--- src/rtl/mem_word_bridge_pkg.sv ---
// Shared types and constants for the memory word bridge.
// States, default memory width and byte-lane helpers.
package mem_word_bridge_pkg;

    typedef enum logic [2:0] {
        IDLE = 3'd0,
        RD0  = 3'd1,
        RD1  = 3'd2,
        RD2  = 3'd3,
        WR0  = 3'd4,
        WR1  = 3'd5,
        RESP = 3'd6
    } state_t;

    localparam int MEM_AW_DEFAULT = 14;

    localparam int LO_LANE = 0;
    localparam int HI_LANE = 1;

    // Select one byte lane of a 16-bit host word.
    function automatic logic [7:0] lane_byte(
        input logic [15:0] w,
        input int          lane
    );
        return w[lane*8 +: 8];
    endfunction

endpackage

--- src/rtl/mem_word_bridge.sv ---
// Word-to-byte bridge between the sequencer and byte-wide main memory.
// Build option: define MEM_WORD_BRIDGE_ALIGN_CHECK_EN to reject odd addresses.
module mem_word_bridge
    import mem_word_bridge_pkg::*;
#(
    parameter int ADDR_W = 16,
    parameter int MEM_AW = MEM_AW_DEFAULT,
    parameter int DATA_W = 16
) (
    input  logic              clock,
    input  logic              reset,
    input  logic              req_valid,
    input  logic              req_write,
    input  logic [ADDR_W-1:0] req_addr,
    input  logic [DATA_W-1:0] req_wdata,
    output logic              req_ready,
    output logic              resp_valid,
    output logic [DATA_W-1:0] resp_rdata,
    output logic              resp_err,
    output logic [MEM_AW-1:0] mem_addr,
    output logic [7:0]        mem_wdata,
    output logic              mem_we,
    input  logic [7:0]        mem_rdata
);

    localparam logic [MEM_AW-1:0] ADDR_ONE = {{(MEM_AW-1){1'b0}}, 1'b1};

    state_t              r_state;
    logic [MEM_AW-1:0]   r_addr;
    logic [7:0]          r_hi_wbyte;
    logic [7:0]          r_lo_rbyte;

    logic                r_req_ready;
    logic                r_resp_valid;
    logic [DATA_W-1:0]   r_resp_rdata;
    logic                r_resp_err;
    logic [MEM_AW-1:0]   r_mem_addr;
    logic [7:0]          r_mem_wdata;
    logic                r_mem_we;

    logic                w_accept;
    logic                w_oor;
    logic                w_misalign;
    logic                w_reject;
    logic [MEM_AW-1:0]   w_next_addr;

    assign w_accept    = req_valid && r_req_ready;
    assign w_oor       = (req_addr >> MEM_AW) != '0;
`ifdef MEM_WORD_BRIDGE_ALIGN_CHECK_EN
    assign w_misalign  = req_addr[0];
`else
    assign w_misalign  = 1'b0;
`endif
    assign w_reject    = w_oor || w_misalign;
    // High byte lives at A+1 and wraps to 0 past the top of memory.
    assign w_next_addr = r_addr + ADDR_ONE;

    // Request sequencer: splits one word access into two byte accesses.
    always_ff @(posedge clock) begin
        if (reset) begin
            r_state      <= IDLE;
            r_addr       <= '0;
            r_hi_wbyte   <= '0;
            r_lo_rbyte   <= '0;
            r_req_ready  <= 1'b1;
            r_resp_valid <= 1'b0;
            r_resp_rdata <= '0;
            r_resp_err   <= 1'b0;
            r_mem_addr   <= '0;
            r_mem_wdata  <= '0;
            r_mem_we     <= 1'b0;
        end else begin
            r_resp_valid <= 1'b0;
            unique case (r_state)
                IDLE: begin
                    if (w_accept) begin
                        r_req_ready <= 1'b0;
                        r_addr      <= req_addr[MEM_AW-1:0];
                        r_hi_wbyte  <= lane_byte(req_wdata, HI_LANE);
                        if (w_reject) begin
                            // Rejected requests never touch memory.
                            r_state      <= RESP;
                            r_resp_valid <= 1'b1;
                            r_resp_err   <= 1'b1;
                            r_resp_rdata <= '0;
                        end else if (req_write) begin
                            r_state     <= WR0;
                            r_mem_addr  <= req_addr[MEM_AW-1:0];
                            r_mem_wdata <= lane_byte(req_wdata, LO_LANE);
                            r_mem_we    <= 1'b1;
                        end else begin
                            r_state    <= RD0;
                            r_mem_addr <= req_addr[MEM_AW-1:0];
                        end
                    end
                end
                RD0: begin
                    r_state    <= RD1;
                    r_mem_addr <= w_next_addr;
                end
                RD1: begin
                    // Memory returns the low byte one cycle after RD0.
                    r_state    <= RD2;
                    r_lo_rbyte <= mem_rdata;
                end
                RD2: begin
                    r_state      <= RESP;
                    r_resp_valid <= 1'b1;
                    r_resp_err   <= 1'b0;
                    r_resp_rdata <= {mem_rdata, r_lo_rbyte};
                end
                WR0: begin
                    r_state     <= WR1;
                    r_mem_addr  <= w_next_addr;
                    r_mem_wdata <= r_hi_wbyte;
                end
                WR1: begin
                    // Read data is left untouched on write completion.
                    r_state      <= RESP;
                    r_mem_we     <= 1'b0;
                    r_resp_valid <= 1'b1;
                    r_resp_err   <= 1'b0;
                end
                RESP: begin
                    r_state     <= IDLE;
                    r_req_ready <= 1'b1;
                end
                default: begin
                    r_state     <= IDLE;
                    r_req_ready <= 1'b1;
                    r_mem_we    <= 1'b0;
                end
            endcase
        end
    end

    assign req_ready  = r_req_ready;
    assign resp_valid = r_resp_valid;
    assign resp_rdata = r_resp_rdata;
    assign resp_err   = r_resp_err;
    assign mem_addr   = r_mem_addr;
    assign mem_wdata  = r_mem_wdata;
    assign mem_we     = r_mem_we;

endmodule

--- config.mk ---
export PLATFORM = sky130hd
export DESIGN_NAME = mem_word_bridge
export DESIGN_NICKNAME = d
export VERILOG_FILES = /design/src/rtl/mem_word_bridge_pkg.sv /design/src/rtl/mem_word_bridge.sv
export SDC_FILE = /design/constraint.sdc
export NUM_CORES = 1
export LEC_CHECK = 0
export ABC_CLOCK_PERIOD_IN_PS = 4100
export CAP_MARGIN = 25
export CORE_MARGIN = 2
export CORE_UTILIZATION = 45
export CTS_CLUSTER_SIZE = 24
export DETAILED_ROUTE_END_ITERATION = 10
export GPL_TIMING_DRIVEN = 0
export PLACE_DENSITY = 0.78
export SYNTH_ARGS = -nofsm -noshare
export SYNTH_HDL_FRONTEND = slang
export SYNTH_SLANG_ARGS = --single-unit
--- constraint.sdc ---
create_clock -name clock -period 4.1 [get_ports clock]
set_input_delay 0.82 -clock clock [delete_from_list [all_inputs] [get_ports clock]]
set_output_delay 0.82 -clock clock [all_outputs]
set_load 0.005 [all_outputs]
* Word level (Yosys, flattened, before mapping) *
Index checks and enable logic that the tools add are counted.

word-level totals
  register bits after elaboration = 75
  input bits = 44
  logic and storage cells = 68

cells by class
  add/sub/neg operators = 1
  eq/ne operators = 10
  multiplexer cells = 26
  bitwise operators = 2
  reduce and logical (&&, ||, !) cells = 18

operators by type and width
  kind                                                              count
  16-bit 2-to-1 mux                                                 2
  16-bit case mux with 2 select lines                               1
  14-bit 2-to-1 mux                                                 2
  14-bit case mux with 2 select lines                               1
  8-bit 2-to-1 mux                                                  3
  8-bit case mux with 2 select lines                                1
  16-bit nonzero test                                               1
  3-bit case mux with 5 select lines                                1
  14-bit by 1-bit adder with 14-bit output (second input constant)  1
  5-bit OR reduction                                                2
  3-bit == test (second input constant)                             3
  3-bit 2-to-1 mux                                                  3
  3-bit AND reduction                                               3
  1-bit 2-to-1 mux                                                  8
  2-bit inequality test (second input constant)                     4
  1-bit case mux with 2 select lines                                4
  4-bit AND reduction                                               2
  2-bit nonzero test                                                4
  3-bit by 2-bit == test with 1-bit output (second input constant)  2
  2-bit AND reduction                                               2
  2-bit OR reduction                                                2
  3-bit by 1-bit == test with 1-bit output (second input constant)  1
  3-bit zero test                                                   1
  1-bit inverter                                                    2
  1-bit logical AND                                                 1

* Longest topological paths before layout *
  word-level depth = 4
  depth in mapped cells = 7
  depth with buffers taken out = 5

* Least setup slack after synthesis *
No wires, ideal clock.

  path kind = input to register
  start point = in req_addr[15]
  end point = reg r_resp_rdata[10], in the netlist resp_rdata[10]
  library setup time = 65 ps
  data arrival time = 1797 ps
  data required time = 4035 ps
  setup slack = 2238 ps
  stages on the path = 5
  path buffers = 1
  cell sequence = or2_2 a31oi_2 buf_2 a22oi_1 nor2_1

on the way
  word-level cells in the longest chain between the ends = 3

ends and longest elaborated chain
  item                                    line                    RTL
  from (decl)                             mem_word_bridge.sv:14   input logic [ADDR_W-1:0] req_addr,
  16-bit nonzero test                     mem_word_bridge.sv:48   assign w_oor = (req_addr >> MEM_AW) != '0;
  2-bit inequality test (no source line)  n/a
  3-bit AND reduction (no source line)    n/a
  to (signal assigned)                    mem_word_bridge.sv:110  r_resp_rdata <= {mem_rdata, r_lo_rbyte};
  to (decl)                               mem_word_bridge.sv:35   logic [DATA_W-1:0] r_resp_rdata;

Every way passes these cells.
A chain may end at the register's enable or synchronous reset.

* Worst setup path in the final report *
  start point = in req_valid
  end point = reg r_resp_rdata[12], in the netlist resp_rdata[12]

on the way
  word-level cells in the longest chain between the ends = 3

ends and longest elaborated chain
  item                                    line                   RTL
  from (decl)                             mem_word_bridge.sv:12  input logic req_valid,
  1-bit logical AND                       mem_word_bridge.sv:47  assign w_accept = req_valid && r_req_ready;
  2-bit inequality test (no source line)  n/a
  3-bit AND reduction (no source line)    n/a

Every way passes these cells.

==> out/metrics.yaml <==
final_layout:
  fillers: 562
  fin_cells: 554
  drive_above_1_share_pct: 7.860
  design_area_um2: 4427
  final_nets: 498
  areaGrowthSynthToFinish_pct: 36.66
  n_antenna_cell: 0
synthesis:
  synthMuxAreaShare_pct: 9.270
  yosys.area_share.simple_pct: 19.51
  syn_area_per_cell_um2: 9.048
  ys_warn_count: 0
  ys_seq_elements: 75
  synth.area.top_cells: "dfxtp_1 (46%), mux2i_1 (9.3%), nor2_1 (6.6%)"
  synth_xor_xnor_area_share_pct: 1.352
  synth_top_family_by_area: "simple AND/OR/NAND/NOR gates"
  synthFlopType: "dfxtp_1"
  synth_adder_area_share_pct: 0.3862
  async_flop_share_pct: 0
  synth_area_um2: 3239
  ys_seq_area_share_pct: 46.35
  syn_nets: 403
  yosys.area.top_type: "dfxtp_1"
  ys_types: 45
  synth_edf_count: 0
  synth_compound_area_share_pct: 18.00
  yosys.area.top_type_share_pct: 46.35
  synthCells: 358
setup_path:
  timing.rr.start: "r_addr[0]"
  cp_slowest_stage_delay_ns: 0.52
  worstSetupStartpointType: "input port"
  worstPathMaxFanout: 10
  path_cells: "clkdlybuf4s50_1, and3b_1, a31oi_2, buf_2, a22oi_1, nor2_1"
  required_ns: 4.38
  rrSetupSlack_ns: 2.24
  end_kind: "register"
  reg2regPathDepth: 5
  cp.arrival_ns: 2.53
  slowest_stage: "clkdlybuf4s50_1"
  timing.rr.end: "mem_addr[8]"
  critPathKind: "input port to register"
floorplanning:
  core-area_um2: 6869
  start_util_pct: 47.16
  die_x_um: 88.85
  fp-row-count: 30
  die-height_um: 88.85
  pin_count: 86
  dieArea_um2: 7893
global_routing:
  grt_max_degree: 14
  antenna_found_initial: 0
  grt_use_total_pct: 22.90
  first_global_vias: 2950
  overflow: 0
  grt_pass1_wl_um: 13980
timing:
  maxSlewHeadroom_pct: 57.27
  max_freq_ghz: 0.4445
  rsz0062_at_grt: "no"
  maxSlewViolCount: 0
  worst_slew_pin_slew_ns: 0.6410
  hold_violations: 0
  layout_min_cycle_time_ns: 2.250
  fin_skew_ns: 0.008318
  setup_viol: 0
  period_share_pct: 54.87
  timing.hold.ws_ns: 0.4511
  setup_tns_ns: 0
power:
  ir_worst_vdd_v: 0.0002260
  power_density_nw_per_um2: 498.4
  leakagePower_uw: 0.001577
  power.total_uw: 2207
cts:
  cts.sinks: 75
  cts_max_level: 3
  post_cts_resized: 0
  cts_root_buffer: "clkbuf_8"
  cts_made_buffers: 9
  hold_buffers: 0
  cts_tree: "built"
  clkLatencyLatePin_ns: 0.35
  cts_setup_buffers: 0
  path_clk_slew_ns: 0.08
  clock_path_buffers: 2
routing:
  vias_per_cell: 5.525
  drc: 0
  ant_nets: 0
  vias: 3061
  drtIter0Drc: 223
  wl_per_cell_um: 15.55
  firstDrtPassIters: 5
  wl_um: 8617
worst_hold_path:
  hold_end: "mem_addr[2]"
  hp-class: "register to register"
  worstHoldStart: "mem_addr[2]"
  hold_depth: 2
placed_design:
  portBuffers: 84
  place_area_um2: 4200
  dp_cells: 538
  routabilityCongestion: 0.8602
  dp_hpwl_um: 6173
run:
  drv_cap: 0
outcome:
  status: "finished, final reports clean"
==> layout make-up <==
cell class	instances	area, um^2	area share, %
sequential	75	1501	33.92
multi-input combinational	251	1572	35.50
tap	96	120.1	2.713
buffer	26	143.9	3.250
inverter	6	22.52	0.5088
clock inverter	6	88.84	2.007
clock buffer	10	137.6	3.109
timing repair buffer	84	840.8	18.99
==> layer usage <==
layer	wire (um)	global-route usage, %
met5	0	0
met1	3780	30.14
met3	572	5.131
met2	4021	35.75
met4	243	10.61
==> registers in the layout (all words and copies together) (netlist names) <==
signal and count:
r_addr 14, r_hi_wbyte 8, r_state 3, req_ready 1, resp_valid 1, mem_we 1
resp_rdata 16, resp_err 1, r_lo_rbyte 8, mem_addr 14, mem_wdata 8
==> per-stage QoR <==
stage                     setup WS (ns)  utilization, %
after global placement            1.583           61.15
after detailed placement          1.548           61.15
final                             1.850           64.44
after CTS                         1.892           64.44
after global routing              1.777           64.44
after floorplan                   2.238               -
==> how the worst max path moves through the flow <==
stage                 startpoint        endpoint  slack [ns]  depth (start not counted)
finish                 req_valid  resp_rdata[12]        1.85                          6
global route        req_addr[15]  resp_rdata[11]        1.78                          6
CTS                 req_addr[15]  resp_rdata[12]        1.89                          6
detailed placement  req_addr[15]   resp_rdata[9]        1.55                          6
global placement    req_addr[15]  resp_rdata[14]        1.58                          6
floorplan           req_addr[15]  resp_rdata[10]        2.24                          5
==> critical path, delay by kind of cell <==
kind,cells,cell delay (ns)
simple gates,2,0.40
buf+inv,2,0.83
compound gates,2,0.48
==> logic make-up (layout without fill, tap and decap cells) <==
group	after synthesis	count (layout)
compound gates	80	80
xor+xnor	5	5
fa+ha+maj	1	1
simple gates	135	135
buf+inv	32	132
mux	30	30
flops	75	75
==> cells in the mapped netlist (5+ instances only) <==
library cell / count
nor2_1: 57
o21bai_1: 7
nand3_1: 6
mux2i_1: 30
and3_1: 5
a211oi_1: 10
a21oi_1: 18
o41ai_1: 5
inv_1: 6
nand2_1: 31
buf_2: 10
o21ai_0: 5
nand4_1: 5
dfxtp_1: 75
nand3b_1: 6
clkbuf_1: 10
a22oi_1: 16
nor3_1: 12
==> report_power, final <==
part | switching (uW) | internal, uW | total (uW)
combinational | 336 | 326 | 662
clock | 281 | 359 | 640
sequential | 73.1 | 831 | 904
==> layout by cell type (no fill, tap or decap), types with 5 or more instances in the layout <==
| master | synthesis | final |
|---|---|---|
| buf_2 | 10 | 10 |
| inv_1 | 6 | 6 |
| o21ai_0 | 5 | 5 |
| a22oi_1 | 16 | 16 |
| nand4_1 | 5 | 5 |
| nand2_1 | 31 | 31 |
| nand3b_1 | 6 | 6 |
| clkbuf_1 | 10 | 10 |
| nand3_1 | 6 | 6 |
| o21bai_1 | 7 | 7 |
| clkdlybuf4s50_1 | 0 | 84 |
| mux2i_1 | 30 | 30 |
| clkbuf_8 | 0 | 10 |
| a211oi_1 | 10 | 10 |
| nor2_1 | 57 | 57 |
| o41ai_1 | 5 | 5 |
| a21oi_1 | 18 | 18 |
| nor3_1 | 12 | 12 |
| and3_1 | 5 | 5 |
| dfxtp_1 | 75 | 75 |
(Power assumes the default switching activity.)
